## src/rtl/instn_encode.sv

```systemverilog
// Two-stage RV32I instruction encoder: decoded fields in, packed 32-bit word out.
// Optional immediate/format range checking is built when INSTN_ENCODE_RANGECHK_EN is defined.
module instn_encode (
  input  logic        clk,
  input  logic        rst_n,
  input  logic        in_valid,
  output logic        in_ready,
  input  logic [2:0]  fmtI,
  input  logic [6:0]  opI,
  input  logic [2:0]  funct3I,
  input  logic [6:0]  funct7I,
  input  logic [4:0]  rsI,
  input  logic [4:0]  rtI,
  input  logic [4:0]  rdI,
  input  logic [31:0] immI,
  output logic        out_valid,
  input  logic        out_ready,
  output logic [31:0] instnO,
  output logic        errO,
  output logic [15:0] emit_count
);

  localparam logic [2:0] FMT_R = 3'd0;
  localparam logic [2:0] FMT_I = 3'd1;
  localparam logic [2:0] FMT_S = 3'd2;
  localparam logic [2:0] FMT_B = 3'd3;
  localparam logic [2:0] FMT_U = 3'd4;
  localparam logic [2:0] FMT_J = 3'd5;
  localparam logic [31:0] NOP  = 32'h0000_0013;

  logic        s1_valid;
  logic [2:0]  s1_fmt;
  logic [6:0]  s1_op;
  logic [2:0]  s1_f3;
  logic [6:0]  s1_f7;
  logic [4:0]  s1_rs;
  logic [4:0]  s1_rt;
  logic [4:0]  s1_rd;
  logic [31:0] s1_imm;

  logic        s2_advance;
  logic [31:0] enc_word;
  logic        enc_err;

  // Handshake: a transfer happens on a rising edge where valid && ready; the
  // producer's ready never looks at its own valid, so in_ready depends only on
  // registered occupancy and out_ready.
  assign s2_advance = !out_valid || out_ready;
  assign in_ready   = !s1_valid || s2_advance;

  always_comb begin
    enc_word = NOP;
    case (s1_fmt)
      FMT_R: enc_word = {s1_f7, s1_rt, s1_rs, s1_f3, s1_rd, s1_op};
      FMT_I: enc_word = {s1_imm[11:0], s1_rs, s1_f3, s1_rd, s1_op};
      FMT_S: enc_word = {s1_imm[11:5], s1_rt, s1_rs, s1_f3, s1_imm[4:0], s1_op};
      FMT_B: enc_word = {s1_imm[12], s1_imm[10:5], s1_rt, s1_rs, s1_f3,
                         s1_imm[4:1], s1_imm[11], s1_op};
      FMT_U: enc_word = {s1_imm[31:12], s1_rd, s1_op};
      FMT_J: enc_word = {s1_imm[20], s1_imm[10:1], s1_imm[11], s1_imm[19:12],
                         s1_rd, s1_op};
      default: enc_word = NOP;
    endcase
  end

`ifdef INSTN_ENCODE_RANGECHK_EN
  // Flag immediates that do not survive truncation to the format's field.
  always_comb begin
    enc_err = 1'b0;
    case (s1_fmt)
      FMT_R:        enc_err = 1'b0;
      FMT_I, FMT_S: enc_err = (s1_imm[31:11] != {21{s1_imm[11]}});
      FMT_B:        enc_err = (s1_imm[31:12] != {20{s1_imm[12]}}) || s1_imm[0];
      FMT_U:        enc_err = (s1_imm[11:0] != 12'd0);
      FMT_J:        enc_err = (s1_imm[31:20] != {12{s1_imm[20]}}) || s1_imm[0];
      default:      enc_err = 1'b1;
    endcase
  end
`else
  assign enc_err = 1'b0;
`endif

  always_ff @(posedge clk or negedge rst_n) begin
    if (!rst_n) begin
      s1_valid   <= 1'b0;
      s1_fmt     <= '0;
      s1_op      <= '0;
      s1_f3      <= '0;
      s1_f7      <= '0;
      s1_rs      <= '0;
      s1_rt      <= '0;
      s1_rd      <= '0;
      s1_imm     <= '0;
      out_valid  <= 1'b0;
      instnO     <= '0;
      errO       <= 1'b0;
      emit_count <= '0;
    end else begin
      if (in_ready) begin
        s1_valid <= in_valid;
        if (in_valid) begin
          s1_fmt <= fmtI;
          s1_op  <= opI;
          s1_f3  <= funct3I;
          s1_f7  <= funct7I;
          s1_rs  <= rsI;
          s1_rt  <= rtI;
          s1_rd  <= rdI;
          s1_imm <= immI;
        end
      end
      // The word register only reloads with real data, so it holds while empty.
      if (s2_advance) begin
        out_valid <= s1_valid;
        if (s1_valid) begin
          instnO <= enc_word;
          errO   <= enc_err;
        end
      end
      if (out_valid && out_ready)
        emit_count <= emit_count + 16'd1;
    end
  end

endmodule

```

## config.mk

```make
export PLATFORM = sky130hd
export DESIGN_NAME = instn_encode
export DESIGN_NICKNAME = d
export VERILOG_FILES = /design/src/rtl/instn_encode.sv
export SDC_FILE = /design/constraint.sdc
export NUM_CORES = 1
export LEC_CHECK = 0
export CORE_MARGIN = 4
export CORE_UTILIZATION = 45
export DETAILED_ROUTE_END_ITERATION = 8
export PLACE_DENSITY = 0.84
export SYNTH_ARGS = -nofsm -noshare
export SYNTH_HDL_FRONTEND = slang
export SYNTH_SLANG_ARGS = --single-unit
```

## constraint.sdc

```tcl
create_clock -name clk -period 1.5 [get_ports clk]
set_clock_uncertainty 0.2 [all_clocks]
set_input_delay 0.375 -clock clk [delete_from_list [all_inputs] [get_ports clk]]
set_output_delay 0.375 -clock clk [all_outputs]
set_load 0.01 [all_outputs]
```

Word level (Yosys, flattened, before mapping):

Cells that the tools add are included.

* output and inout bits: 51
* word-level logic and storage cells: 27
* flip-flop bits (word level): 117
* input bits: 71

* reductions and logical operators: 8
* equality and inequality tests: 5
* multiplexer cells: 1
* add/subtract/negate cells: 1

Operator list (number)
* $pmux W32 S6: 1
* $add A16 B1 Y16 const B: 1
* $eq A3 B2 Y1 const B: 2
* $eq A3 B3 Y1 const B: 2
* $reduce_and A2 Y1: 2
* $eq A3 B1 Y1 const B: 1
* $logic_not A3 Y1: 1
* $logic_not A1 Y1: 2
* $logic_or A1 B1 Y1: 2
* $logic_and A1 B1 Y1: 1

Longest topological paths before layout:

* word-level depth: 4
* gate-level depth with buffers: 6
* depth with buffers taken out: 5

Least setup slack after synthesis:

No wires, ideal clock.

* kind: register -> register
* start point: register out_valid
* end point: register s1_f3[0]
* library setup time: 0.125 ns
* required time: 1.175 ns
* slack: -0.174 ns
* stages on the path, launching flop included: 6
* data arrival time: 1.349 ns
* path buffers: 2
* period minus slack after synthesis: 1.674 ns
* cells stage by stage: dfrtp_1 nand3b_2 nand2_2 buf_6 buf_6 mux2_4

* longest elaborated chain between the ends: 4

RTL lines
* start, declared: RTL line 16 `output logic out_valid,`
* start signal, assigned: RTL line 114 `out_valid <= s1_valid;`
* $logic_not A1 Y1: RTL line 48 `assign s2_advance = !out_valid || out_ready;`
* $logic_or A1 B1 Y1: RTL line 48
* $logic_or A1 B1 Y1: RTL line 49 `assign in_ready = !s1_valid || s2_advance;`
* named net in_ready: RTL line 7 `output logic in_ready,`
* $reduce_and A2 Y1 (no source line)
* end signal, assigned: RTL line 104 `s1_f3 <= funct3I;`
* end, declared: RTL line 34 `logic [2:0] s1_f3;`

The timed path passes the listed nets, and every way through them passes these cells.
A chain may end at the register's enable or synchronous reset.

Worst setup path in the final report:

* start point: register out_valid
* end point: output in_ready

* longest elaborated chain between the ends: 3

RTL lines (RTL line)
* $logic_not A1 Y1: 48
* $logic_or A1 B1 Y1: 48
* $logic_or A1 B1 Y1: 49
* end, declared: 7

Every way passes these cells.

==> reports/metrics.cfg <==
[status]
run_status = complete, but fails checks
failed_checks = negative setup slack

[critical_path]
termination_of_the_worst_setup_path = in_ready
r2r_setup_slack_ns = -0.28
worstSetupEndpointType = output pin
worst-r2r-cell-count = 7
worstPathMaxFanout = 3
crit_arrival_ns = 1.25
r2r_end = s1_op[2]
cp-startpoint = out_valid
worst_setup_path_start_kind = flip-flop
cp_data_required_time_ns = 0.92
regToRegStartpoint = out_valid
worst-setup-path-type = flip-flop to output pin

[cts]
numClockSinks = 117
worst_path_clk_slew_ns = 0.06
cts_buffers = 17
cts-root-buf = sky130_fd_sc_hd__clkbuf_8
cts_tree = built
ctsLongestPathBuffers = 2
cts_max_level = 4
worst_skew_pair.late_latency_ns = 0.52

[sta]
timing.fmax_mhz = 547
setup_violations = 145
finalCritPeriodShare_pct = 122
slew_viol_final = 0
holdWs_ns = 0.0631
final_min_period_ns = 1.83
final_hold_vio_count = 0
postLayoutSetupSlackWorst_ns = -0.328
rsz0062_at_grt = yes

[run]
max_cap_violations = 0

[floorplan]
die_area_mm2 = 0.0129
initial_utilization_pct = 46.2
core_area_mm2 = 0.0109
boundaryPins = 122
die_width_um = 114
chipHeight_um = 114
rows = 38

[power_and_ir_drop]
static-leakage-power_nw = 3.97
vdd_ir_drop_max_mv = 0.739
power.density_mw_per_mm2 = 1400

[synth]
synth_common_cells = 117 x sky130_fd_sc_hd__dfrtp_1, 48 x sky130_fd_sc_hd__nor2_1, 40 x sky130_fd_sc_hd__mux2_2
synth.cell_area_mm2 = 0.00503
yosys.cell_count.top_type = sky130_fd_sc_hd__dfrtp_1
synth-edff-count = 0
postSynthCellCount = 376
avgSynthCellArea_um2 = 13.4
synth_sequential_area_ratio_pct = 58.2
synth_warnings = 0
synth-main-ff-cell = sky130_fd_sc_hd__dfrtp_1
mappedNetlistNets = 448
synth_top_area_share_pct = 58.2
top_cells_by_area_in_the_synthesized_netlist = sky130_fd_sc_hd__dfrtp_1 58%, sky130_fd_sc_hd__mux2_2 9.0%, sky130_fd_sc_hd__mux2_4 9.0%
async_set_or_reset_flop_fraction_in_the_synthesized_netlist_pct = 100
synth_seq_cells = 117
synthDistinctLibCells = 41
synth_top_area_cell = sky130_fd_sc_hd__dfrtp_1

[hold_path]
worst_hold_path_type = input port to async pin

[final_layout]
final_net_count = 680
synth_to_layout_area_growth_pct = 68.4
drive_above_1_share_pct = 52.2
antennaDiodeCount = 0
post_layout_nonfiller_instances = 761
fin_util_pct = 77.8

[placement]
place_inst = 661
hpwl_um = 8730
numPortBuffers = 120
routabilityCongestion = 0.776

[global_route]
global_route.overflow_total = 0
grt_start_max_net_pins = 55
antenna_violations_before_repair = 0
grt.total_usage_pct = 23.5
grt_first_pass_wirelength_um = 23300
grt_pass1_vias = 4411

[drt]
route.antenna.remaining_nets = 0
finalWirelength_um = 15300
detailedRoute.firstIterationViolations = 196
drt_pass1_iterations = 4
routed_wire_length_per_instance_um = 20.2
remaining_drc_errors = 0
via_per_inst = 5.25
via_count = 3999

kinds of logic after synthesis:
group / count (synthesis) / share of synthesized area [%]
mux: 79 / 20.0
xor+xnor: 15 / 2.61
flops: 117 / 58.2
compound gates: 49 / 7.61
fa+ha+maj: 1 / 0.249
buf+inv: 25 / 2.96
other cells: 1 / 0.0746
simple gates: 89 / 8.33
critical path, cell delays in order (launching register included):
cell and delay (ns):
sky130_fd_sc_hd__dfrtp_2 0.43, sky130_fd_sc_hd__buf_6 0.12, sky130_fd_sc_hd__nand3b_4 0.08, sky130_fd_sc_hd__buf_6 0.10
registers in the layout, summed over array words and instances, names as in the netlist:
register / flops
instnO: 32
s1_imm: 32
emit_count: 16
s1_f7: 7
s1_op: 7
s1_rd: 5
s1_rs: 5
s1_rt: 5
s1_f3: 3
s1_fmt: 3
out_valid: 1
s1_valid: 1
area by class of cell:
cell class / instances / area, um2
sequential: 117 / 2930
multi-input combinational: 235 / 2490
fill: 613 / 2420
timing repair buffer: 233 / 2240
clock buffer: 18 / 418
clock inverter: 14 / 185
tap: 140 / 175
inverter: 4 / 22.5
placed cells by master (no fill, tap or decap), drive strengths merged, types with 9 or more instances in the layout:
cell type and n:
buf 159, dfrtp 117, mux2 70, clkdlybuf4s50 69, nor2 49, clkbuf 20
a221oi 20, nand2 19, o21ai 11, xnor2 9
what timing repair did:
action,CTS,global route
endpoints found under the hold margin,117,0
resized for setup,282,72
pin swaps,24,18
buffers inserted,42,20
hold buffers,1,0
endpoints found under the setup margin,155,160
gates cloned,11,2
power breakdown:
| part | total (mW) | switching (mW) | leakage (nW) | internal (mW) |
|---|---|---|---|---|
| clock network | 4.15 | 1.47 | 0.290 | 2.68 |
| logic | 3.56 | 1.51 | 2.30 | 2.05 |
| registers | 4.19 | 0.454 | 1.38 | 3.73 |
| total | 11.9 | 3.44 | 3.97 | 8.46 |
routing by layer:
metal	GRT usage, %	up-vias	routed length, um
met3	5.73	32	754
met4	9.78	0	334
li1	-	1822	-
met1	28.9	2019	6080
met5	0	-	0
met2	39.6	126	8170
worst min path at each step:
stage | startpoint | end | slack, ns
2_1_floorplan | rst_n | emit_count[0] | -0.12
6_report | rst_n | instnO[8] | 0.06
3_3_place_gp | rst_n | instnO[8] | 0.05
4_1_cts | rst_n | instnO[8] | 0.05
3_5_place_dp | rst_n | s1_rt[1] | 0.06
5_1_grt | rst_n | instnO[8] | 0.07
metrics by stage:
step | setup TNS [ns] | power, mW | setup WS, ns | cell area, um2
floorplan | -1.62 | 5.38 | -0.0442 | 5110
global placement | -61.28 | 6.68 | -0.613 | 6760
detailed placement | -64.93 | 6.80 | -0.671 | 6760
CTS | -22.23 | 11.5 | -0.345 | 8080
global route | -27.05 | 12.4 | -0.382 | 8470
finish | -19.61 | 11.9 | -0.328 | 8470
(Power assumes the default switching activity.)
